$ cat src/rtl/brch_pred_upd_ctrl_pkg.sv
// Shared types and default sizes for the branch prediction table update controller.
package brch_pred_pkg;

  localparam int IDX_W_DEF = 5;
  localparam int DEPTH_DEF = 4;
  localparam int CNT_W_DEF = 16;

  // NORMAL: lookups own the table port, updates drain on idle cycles.
  // FORCE_DRAIN: FIFO is close to full, updates own the port and lookups stall.
  typedef enum logic [0:0] {
    NORMAL      = 1'b0,
    FORCE_DRAIN = 1'b1
  } upd_state_e;

  // One pending table update at the default index width.
  typedef struct packed {
    logic [IDX_W_DEF-1:0] idx;
    logic                 taken;
  } brch_upd_t;

endpackage

$ cat src/rtl/brch_upd_fifo.sv
// Pending-update FIFO with a parallel lookup bypass that returns the youngest
// matching entry. The entry pushed this cycle is not yet visible to the bypass.
module brch_upd_fifo
  import brch_pred_pkg::*;
#(
  parameter int IDX_W = IDX_W_DEF,
  parameter int DEPTH = DEPTH_DEF,
  localparam int PTR_W = $clog2(DEPTH),
  localparam int CW    = $clog2(DEPTH) + 1
) (
  input  logic             clk,
  input  logic             rst_n,
  input  logic             push_i,
  input  logic [IDX_W-1:0] push_idx_i,
  input  logic             push_taken_i,
  input  logic             pop_i,
  input  logic [IDX_W-1:0] lkp_idx_i,
  output logic [IDX_W-1:0] head_idx_o,
  output logic             head_taken_o,
  output logic             empty_o,
  output logic [CW-1:0]    count_o,
  output logic [CW-1:0]    count_next_o,
  output logic             hit_o,
  output logic             hit_taken_o
);

  logic [IDX_W-1:0] mem_idx_q [DEPTH];
  logic [IDX_W-1:0] mem_idx_d [DEPTH];
  logic             mem_tk_q  [DEPTH];
  logic             mem_tk_d  [DEPTH];
  logic [PTR_W-1:0] wr_ptr_q, wr_ptr_d;
  logic [PTR_W-1:0] rd_ptr_q, rd_ptr_d;
  logic [CW-1:0]    count_q, count_d;

  // Storage write, pointer advance (wraps modulo DEPTH) and occupancy update.
  always_comb begin
    mem_idx_d = mem_idx_q;
    mem_tk_d  = mem_tk_q;
    if (push_i) begin
      mem_idx_d[wr_ptr_q] = push_idx_i;
      mem_tk_d[wr_ptr_q]  = push_taken_i;
    end
    wr_ptr_d = wr_ptr_q + PTR_W'(push_i);
    rd_ptr_d = rd_ptr_q + PTR_W'(pop_i);
    count_d  = count_q + CW'(push_i) - CW'(pop_i);
  end

  // Scan from head (oldest) to tail; later matches overwrite earlier ones so
  // the youngest matching entry wins.
  always_comb begin
    logic [PTR_W-1:0] slot;
    slot        = '0;
    hit_o       = 1'b0;
    hit_taken_o = 1'b0;
    for (int i = 0; i < DEPTH; i++) begin
      slot = rd_ptr_q + PTR_W'(i);
      if ((CW'(i) < count_q) && (mem_idx_q[slot] == lkp_idx_i)) begin
        hit_o       = 1'b1;
        hit_taken_o = mem_tk_q[slot];
      end
    end
  end

  // FIFO state registers.
  always_ff @(posedge clk) begin
    if (!rst_n) begin
      for (int i = 0; i < DEPTH; i++) begin
        mem_idx_q[i] <= '0;
        mem_tk_q[i]  <= 1'b0;
      end
      wr_ptr_q <= '0;
      rd_ptr_q <= '0;
      count_q  <= '0;
    end else begin
      mem_idx_q <= mem_idx_d;
      mem_tk_q  <= mem_tk_d;
      wr_ptr_q  <= wr_ptr_d;
      rd_ptr_q  <= rd_ptr_d;
      count_q   <= count_d;
    end
  end

  assign head_idx_o   = mem_idx_q[rd_ptr_q];
  assign head_taken_o = mem_tk_q[rd_ptr_q];
  assign empty_o      = (count_q == '0);
  assign count_o      = count_q;
  assign count_next_o = count_d;

endmodule

$ cat src/rtl/brch_pred_upd_ctrl.sv
// Sequences a single-ported 1-bit branch prediction table between IF lookups
// and buffered ID-stage outcome updates; flags mispredicts and keeps stats.
// Table port handshake: tbl_en is a one-cycle request that the table always
// accepts; lookup_stall=1 means the IF lookup was not issued and IF must hold.
module brch_pred_upd_ctrl
  import brch_pred_pkg::*;
#(
  parameter int IDX_W = IDX_W_DEF,
  parameter int DEPTH = DEPTH_DEF,
  parameter int CNT_W = CNT_W_DEF
) (
  input  logic                   clk,
  input  logic                   rst_n,
  input  logic                   lookup_req_IF,
  input  logic [IDX_W-1:0]       lookup_idx_IF,
  input  logic                   brch_resolved_ID,
  input  logic                   stall_ID,
  input  logic [IDX_W-1:0]       resolve_idx_ID,
  input  logic                   actual_taken_ID,
  input  logic                   predicted_taken_ID,
  output logic                   tbl_en,
  output logic                   tbl_we,
  output logic [IDX_W-1:0]       tbl_idx,
  output logic                   tbl_wdata,
  output logic                   lookup_stall,
  output logic                   byp_vld,
  output logic                   byp_taken,
  output logic                   mispredict_flush,
  output logic [$clog2(DEPTH):0] fifo_count,
  output logic [CNT_W-1:0]       brch_cnt,
  output logic [CNT_W-1:0]       mispred_cnt,
  output upd_state_e             state_dbg
);

  localparam int CW = $clog2(DEPTH) + 1;
  localparam logic [CNT_W-1:0] CNT_MAX = '1;

  upd_state_e       state_q, state_d;
  logic [CNT_W-1:0] brch_cnt_q, brch_cnt_d;
  logic [CNT_W-1:0] mispred_cnt_q, mispred_cnt_d;

  logic             res_vld;
  logic             pop;
  logic [IDX_W-1:0] head_idx;
  logic             head_taken;
  logic             fifo_empty;
  logic [CW-1:0]    count_q;
  logic [CW-1:0]    count_next;
  logic             hit;
  logic             hit_taken;

  assign res_vld          = brch_resolved_ID & ~stall_ID;
  assign mispredict_flush = res_vld & (actual_taken_ID != predicted_taken_ID);

  brch_upd_fifo #(
    .IDX_W (IDX_W),
    .DEPTH (DEPTH)
  ) u_fifo (
    .clk          (clk),
    .rst_n        (rst_n),
    .push_i       (res_vld),
    .push_idx_i   (resolve_idx_ID),
    .push_taken_i (actual_taken_ID),
    .pop_i        (pop),
    .lkp_idx_i    (lookup_idx_IF),
    .head_idx_o   (head_idx),
    .head_taken_o (head_taken),
    .empty_o      (fifo_empty),
    .count_o      (count_q),
    .count_next_o (count_next),
    .hit_o        (hit),
    .hit_taken_o  (hit_taken)
  );

  // Table port arbitration: lookups first in NORMAL, updates only in FORCE_DRAIN.
  always_comb begin
    tbl_en       = 1'b0;
    tbl_we       = 1'b0;
    tbl_idx      = '0;
    tbl_wdata    = 1'b0;
    pop          = 1'b0;
    lookup_stall = 1'b0;
    if (state_q == FORCE_DRAIN) begin
      lookup_stall = lookup_req_IF;
      if (!fifo_empty) begin
        tbl_en    = 1'b1;
        tbl_we    = 1'b1;
        tbl_idx   = head_idx;
        tbl_wdata = head_taken;
        pop       = 1'b1;
      end
    end else if (lookup_req_IF) begin
      tbl_en  = 1'b1;
      tbl_idx = lookup_idx_IF;
    end else if (!fifo_empty) begin
      tbl_en    = 1'b1;
      tbl_we    = 1'b1;
      tbl_idx   = head_idx;
      tbl_wdata = head_taken;
      pop       = 1'b1;
    end
  end

  // Bypass is only meaningful for a lookup that is actually issued.
  always_comb begin
    byp_vld   = lookup_req_IF & ~lookup_stall & hit;
    byp_taken = byp_vld & hit_taken;
  end

  // Next state from post-cycle occupancy, with hysteresis down to half full.
  always_comb begin
    state_d = state_q;
    if (state_q == NORMAL) begin
      if (count_next == CW'(DEPTH)) state_d = FORCE_DRAIN;
    end else begin
      if (count_next <= CW'(DEPTH / 2)) state_d = NORMAL;
    end
  end

  // Saturating statistics counters.
  always_comb begin
    brch_cnt_d    = brch_cnt_q;
    mispred_cnt_d = mispred_cnt_q;
    if (res_vld && (brch_cnt_q != CNT_MAX)) brch_cnt_d = brch_cnt_q + CNT_W'(1);
    if (mispredict_flush && (mispred_cnt_q != CNT_MAX)) mispred_cnt_d = mispred_cnt_q + CNT_W'(1);
  end

  // Control state registers.
  always_ff @(posedge clk) begin
    if (!rst_n) begin
      state_q       <= NORMAL;
      brch_cnt_q    <= '0;
      mispred_cnt_q <= '0;
    end else begin
      state_q       <= state_d;
      brch_cnt_q    <= brch_cnt_d;
      mispred_cnt_q <= mispred_cnt_d;
    end
  end

  assign fifo_count  = count_q;
  assign brch_cnt    = brch_cnt_q;
  assign mispred_cnt = mispred_cnt_q;
  assign state_dbg   = state_q;

endmodule

$ cat config.mk
export PLATFORM = sky130hd
export DESIGN_NAME = brch_pred_upd_ctrl
export DESIGN_NICKNAME = d
export VERILOG_FILES = /design/src/rtl/brch_pred_upd_ctrl_pkg.sv /design/src/rtl/brch_upd_fifo.sv /design/src/rtl/brch_pred_upd_ctrl.sv
export SDC_FILE = /design/constraint.sdc
export NUM_CORES = 1
export LEC_CHECK = 0
export CORE_ASPECT_RATIO = 0.6
export CORE_UTILIZATION = 48
export DETAILED_ROUTE_END_ITERATION = 10
export GPL_TIMING_DRIVEN = 1
export MAX_ROUTING_LAYER = met4
export PLACE_DENSITY = 0.78
export SYNTH_ARGS = -nofsm -noshare
export SYNTH_HDL_FRONTEND = slang
export SYNTH_SLANG_ARGS = --single-unit
$ cat constraint.sdc
create_clock -name clk -period 2.6 [get_ports clk]
set_clock_uncertainty 0.2 [all_clocks]
set_input_delay 0.39 -clock clk [delete_from_list [all_inputs] [get_ports clk]]
set_output_delay 0.39 -clock clk [all_outputs]
set_load 0.02 [all_outputs]
=== Yosys cells after proc, flatten, opt, wreduce, memory -nomap -nowiden ===
Cells that the tools add are included.

* Bits in registers: 64
* Output and inout bits: 48

* Add/subtract/negate cells: 9
* Equal/unequal tests: 8
* Bitwise gates (word level): 12
* Reductions and logical operators: 8
* $lt $le $gt $ge: 11
* Mux-type cells: 53

{| class="wikitable"
|+ Operators with widths
! cell !! number
|-
| 5-bit 2-to-1 mux || 12
|-
| 5-bit binary-select mux with 2-bit select || 4
|-
| 16-bit by 1-bit adder with 16-bit output (second input constant) || 2
|-
| 16-bit inequality test (second input constant) || 2
|-
| 1-bit 2-to-1 mux || 29
|-
| 20-bit bitwise mux || 1
|-
| 5-bit == test || 4
|-
| 3-bit >= comparator (second input constant) || 5
|-
| 2-bit inverter with 3-bit output || 5
|-
| 5-bit demux with 2-bit select || 1
|-
| 1-bit binary-select mux with 2-bit select || 4
|-
| 1-bit logical AND || 7
|-
| 1-bit by 3-bit < comparator with 1-bit output (first input constant) || 2
|-
| 2-bit by 3-bit < comparator with 1-bit output (first input constant) || 2
|-
| 1-bit AND || 5
|-
| 2-bit by 1-bit adder with 2-bit output || 2
|-
| 2-bit adder (second input constant) || 2
|-
| 4-bit bitwise mux || 1
|-
| 3-bit by 1-bit adder with 3-bit output || 1
|-
| 3-bit == test (second input constant) || 1
|-
| 3-bit by 2-bit less-or-equal comparator with 1-bit output (second input constant) || 1
|-
| 3-bit logical NOT || 1
|-
| 3-bit by 1-bit < comparator with 1-bit output (second input constant) || 1
|-
| 3-bit by 1-bit subtractor with 3-bit output || 1
|-
| 4 further kinds || 5
|}

=== Longest topological paths before layout ===
* Depth in word-level cells: 12
* Depth in mapped cells: 11
* Depth with buffers taken out: 11

=== By module ===
Synthesis repeated with hierarchy kept, for this count alone.

* Cells, all modules: 452
* Area total of the unflattened synthesis: 4150.2 µm²

{| class="wikitable"
|+ Modules (own cells, without submodules)
! module !! area an instance (µm²) !! cells an instance !! instances
|-
| brch_upd_fifo || 2292.2 || 219 || 1
|-
| brch_pred_upd_ctrl || 1858.0 || 233 || 1
|}

=== Least setup slack after synthesis ===
No wires, ideal clock.

* Path type: flip-flop to output port
* Start: reg u_fifo.rd_ptr_q[0]
* End: out byp_taken
* Data required time: 2.010 ns
* Stages on the path, launching flop included: 9
* Arrival: 2.383 ns
* Setup slack: -0.373 ns
* Cell sequence: dfxtp_1 buf_6 buf_12 mux4_2 xnor2_1 nand4_1 nor4_2 o31ai_1 a2111oi_2

* Longest elaborated chain between the ends: 12
* Elaborated cells on any way between the ends: 49
* Classes of those cells: 3 x add/sub; 4 x eq/ne; 32 x mux; 6 x bitwise; 4 x reduce/logical

{| class="wikitable"
|+ Ends and longest elaborated chain
! what !! RTL line !! RTL
|-
| start, declared || brch_upd_fifo.sv:32 || <nowiki>logic [PTR_W-1:0] rd_ptr_q, rd_ptr_d;</nowiki>
|-
| start signal, assigned || brch_upd_fifo.sv:78 || <nowiki>rd_ptr_q <= rd_ptr_d;</nowiki>
|-
| 2-bit by 1-bit adder with 2-bit output or 2-bit inverter with 3-bit output (tied branches) || brch_upd_fifo.sv:56, brch_upd_fifo.sv:57, brch_upd_fifo.sv:59 ||
|-
| 2-bit inverter with 3-bit output (implied by the code) or 5-bit binary-select mux with 2-bit select (tied branches) || brch_upd_fifo.sv:57, brch_upd_fifo.sv:59 ||
|-
| 5-bit binary-select mux with 2-bit select or 5-bit 2-to-1 mux (tied branches) || brch_upd_fifo.sv:57 || <nowiki>if ((CW'(i) < count_q) && (mem_idx_q[slot] == lkp_idx_i)) begin</nowiki>
|-
| 5-bit 2-to-1 mux (implied by the code) || brch_upd_fifo.sv:57 ||
|-
| 5-bit 2-to-1 mux (implied by the code) or 5-bit == test (tied branches) || brch_upd_fifo.sv:57 ||
|-
| 5-bit == test or 1-bit logical AND (tied branches) || brch_upd_fifo.sv:57 ||
|-
| 1-bit logical AND or 1-bit 2-to-1 mux (tied branches) || brch_upd_fifo.sv:57 ||
|-
| 1-bit 2-to-1 mux (3 in series) || brch_upd_fifo.sv:57 ||
|-
| 1-bit AND || brch_pred_upd_ctrl.sv:106 || <nowiki>byp_vld = lookup_req_IF & ~lookup_stall & hit;</nowiki>
|-
| 1-bit AND * || brch_pred_upd_ctrl.sv:107 || <nowiki>byp_taken = byp_vld & hit_taken;</nowiki>
|-
| end, declared || brch_pred_upd_ctrl.sv:27 || <nowiki>output logic byp_taken,</nowiki>
|}

Every way passes the cells marked *; elsewhere a longest branch is shown, timed or not. The select of a mux whose other input is x is not followed.

=== Worst setup path after layout ===
Same ends and word-level chain as after synthesis.

==> impl_metrics.py <==
metrics = {
    "detailed_routing": {
        "drtIter0Drc": 233,
        "ant_nets": 0,
        "firstDrtPassIters": 7,
        "drc": 0,
        "num_vias": 3319,
        "totalWireLength_um": 10300,
        "via_per_inst": 5.52,
        "wl_per_cell_um": 17.1,
    },
    "die": {
        "die_h_um": 71.4,
        "rows": 24,
        "dieArea_mm2": 0.00839,
        "start_util_pct": 51.3,
        "fp.dieW_um": 118,
        "io_pins": 65,
        "coreArea_mm2": 0.00751,
    },
    "cells_and_area": {
        "drive_above_1_share_pct": 24.1,
        "post-route-util_pct": 72.0,
        "fillerInstances": 551,
        "nets": 518,
        "area_growth_pct": 40.4,
        "stdcell_area_mm2": 0.00540,
        "fin_cells": 601,
        "n_antenna_cell": 0,
    },
    "placed_design": {
        "pre_cts_slack_ns": -0.828,
        "dp_cells": 578,
        "gp_congestion": 0.896,
        "io_buffers": 64,
        "placed_cell_area_mm2": 0.00496,
        "dp_hpwl_um": 7430,
    },
    "sta": {
        "slew_headroom_pct": 62.0,
        "worst_slack_ns": -0.716,
        "rsz0062_at_grt": "true",
        "min_period_over_period_pct": 128,
        "finalMaxSlewViolations": 0,
        "finalHoldViolations": 0,
        "whs_ns": 0.298,
        "period_minus_slack_ns": 3.32,
        "setup_tns_ns": -1.17,
        "tightestPinTransition_ns": 0.569,
        "setup_viol": 2,
        "max_clock_freq_mhz": 302,
    },
    "synth": {
        "synth.avg_cell_area_um2": 10.2,
        "synth.net_count": 404,
        "yosysWarningCount": 0,
        "synth-compound-area-share_pct": 4.10,
        "synth.distinct_cells": 42,
        "synth_cells": 378,
        "synthXorXnorAreaFrac_pct": 11.2,
        "synth_top_family_by_area": "simple AND/OR/NAND/NOR gates",
        "netlist_area_mm2": 0.00385,
        "synth-simple-area-share_pct": 23.1,
        "synthMuxAreaShare_pct": 21.1,
        "synthAdderAreaFrac_pct": 3.12,
        "ys_ff_latch": 64,
        "yosysSeqAreaShare_pct": 33.3,
    },
    "setup_path": {
        "r2r_end": "state_dbg$_SDFF_PN0_",
        "cpPeakStageDelay_ns": 0.52,
        "cp_max_fo": 8,
        "arrival_ns": 2.73,
        "regToRegSetupSlack_ns": 0.15,
        "worstSetupEndpointType": "primary output",
        "crit_required_ns": 2.01,
        "cp-start-kind": "flop",
        "crit_chain": "buf_12, buf_4, mux4_2, xnor2_2, nand2_2, or4_4, o31ai_2, a2111oi_4, buf_4",
        "path_class": "reg2out",
        "worstRegToRegCells": 13,
        "crit_top_cell": "buf_4",
        "rr_startpoint": "u_fifo.count_o[2]$_SDFF_PN0_",
        "cp_slowest_cell": "mux4_2",
    },
    "power": {
        "peakVddDrop_uv": 342,
        "power_mw": 3.60,
        "leakage_nw": 2.16,
        "power_density_mw_per_mm2": 666,
    },
    "global_routing": {
        "grt_usage_pct": 26.4,
        "grt-ovfl-total": 0,
        "grt_start_max_net_pins": 38,
        "grt_pass1_wl_um": 16300,
        "antenna_found_initial": 0,
        "grt_pass1_vias": 3236,
    },
    "clocking": {
        "cts.htree.levels": 3,
        "path_clk_slew_ns": 0.05,
        "cts_made_buffers": 9,
        "clockRootBuffer": "clkbuf_16",
        "clockBufferDepth": 2,
        "cts_tree": "built",
        "cts.sinks": 64,
        "clk_latency_ns": 0.33,
    },
    "outcome": {
        "violations": "setup timing",
        "status": "finished, violations left",
    },
    "worst_hold_path": {
        "whs_endpoint": "mispred_cnt[11]$_SDFFE_PN0P_",
        "hold-path-cell-count": 2,
        "hold_start": "mispred_cnt[11]$_SDFFE_PN0P_",
        "min_path_type": "reg2reg",
    },
    "job": {
        "maxCapViolCount": 0,
    },
}
-- synthesized netlist by cell type --
cell type   n  area share (%)
buf_2       2            0.26
fa_1        1            0.52
or3b_1      1            0.23
a211oi_2    1            0.33
clkbuf_1   14             1.4
buf_6       3            0.88
xor2_1     11             2.5
or4_1       1            0.20
a2111oi_2   1            0.39
nand2b_1    3            0.49
buf_12      1            0.52
a22o_1      5             1.1
nor4_1      2            0.33
mux2_2      1            0.29
ha_1        8             2.6
nor3_4      1            0.42
a211oi_1    2            0.39
nor2b_1    31             5.0
xnor2_1    38             8.7
mux4_2     18              11
nand4b_1    1            0.23
and2_1     32             5.2
nand4_1    11             1.8
mux2i_1    29             7.5
o21ai_0     5            0.65
nor3_1      5            0.65
a21oi_1     3            0.39
nand4bb_1   2            0.59
nand3_1    13             1.7
or3_1       4            0.65
dfxtp_1    64              33
nand2_1    24             2.3
a21boi_0    2            0.39
nor4_2      1            0.33
o31a_1      1            0.23
o31ai_1     1            0.20
nor2_1      8            0.78
and4_1      3            0.68
and3_1      8             1.3
mux4_1      4             2.7
inv_1      11             1.1
nand3b_1    1            0.20
-- worst max-delay path, delay by kind of cell (launching register included) --
kind / cells / cell delay (ns)
AND/OR/NAND/NOR: 2 / 0.62
multiplexers: 1 / 0.52
buffers and inverters: 3 / 0.43
flip-flops: 1 / 0.38
AO/OA/AOI/OAI: 2 / 0.24
XOR/XNOR: 1 / 0.21
-- worst max path at each step --
stage                             startpoint   endpoint  cells after the start
4_1_cts        u_fifo.rd_ptr_q[0]$_SDFF_PN0_  byp_taken                      8
5_1_grt        u_fifo.rd_ptr_q[0]$_SDFF_PN0_  byp_taken                      9
3_5_place_dp   u_fifo.rd_ptr_q[1]$_SDFF_PN0_  byp_taken                      8
3_3_place_gp   u_fifo.rd_ptr_q[0]$_SDFF_PN0_  byp_taken                      9
2_1_floorplan  u_fifo.rd_ptr_q[0]$_SDFF_PN0_  byp_taken                      7
6_report       u_fifo.rd_ptr_q[0]$_SDFF_PN0_  byp_taken                      9
-- layout by cell type (no fill, tap or decap), types with 10 or more instances in the layout --
master and n:
dfxtp_1 61, buf_4 56, clkdlybuf4s50_1 55, xnor2_1 34
and2_1 31, nor2b_1 30, mux2i_1 29, nand2_1 23
mux4_2 19, nand3_1 13, inv_1 11, nand4_1 11
xor2_1 10, clkbuf_16 10
-- report_power, final --
part           internal (mW)  total (mW)  switching, mW
clock                  0.722        1.14          0.419
sequential              1.04        1.10         0.0564
combinational          0.742        1.36          0.618
total                   2.50        3.60           1.09
-- final cells by class --
cell class              instances  area, µm²  area share (%)
clock buffers                  14        274            5.07
clock inverters                 2       12.5           0.232
inverters                      11       41.3           0.764
multi-input cells             283       2530            46.8
flip-flops and latches         64       1290            23.8
well taps                     104        130            2.41
repair buffers                123       1130            20.9
-- per-layer routing --
metal  track usage, %  vias up  routed length [µm]
met4             11.1        0                 187
met1             35.1     1596                4830
met3             6.69       19                 747
met2             38.5      145                4540
met5                -        -                   0
li1                 -     1559                   -
-- logic make-up after synthesis --
group           count (synthesis)
compound gates                 21
flops                          64
fa+ha+maj                       9
buf+inv                        31
xor+xnor                       49
simple gates                  152
mux                            52
-- flip-flops by register name (all words and copies together), names as in the netlist --
register and cells:
u_fifo.mem_tk_q 4, brch_cnt 16, u_fifo.wr_ptr_q 2, u_fifo.count_o 3, u_fifo.rd_ptr_q 2, mispred_cnt 16, state_dbg 1, u_fifo.mem_idx_q 20
-- timing repair --
item | CTS | global route
endpoints found under the setup margin | 9 | 5
endpoints found under the hold margin | 0 | 0
pin swaps | 7 | 4
hold buffers | 0 | 0
gates cloned | 0 | 1
buffers inserted | 3 | 3
resized for setup | 29 | 12
No activity file was read; power rests on OpenSTA's default activity.
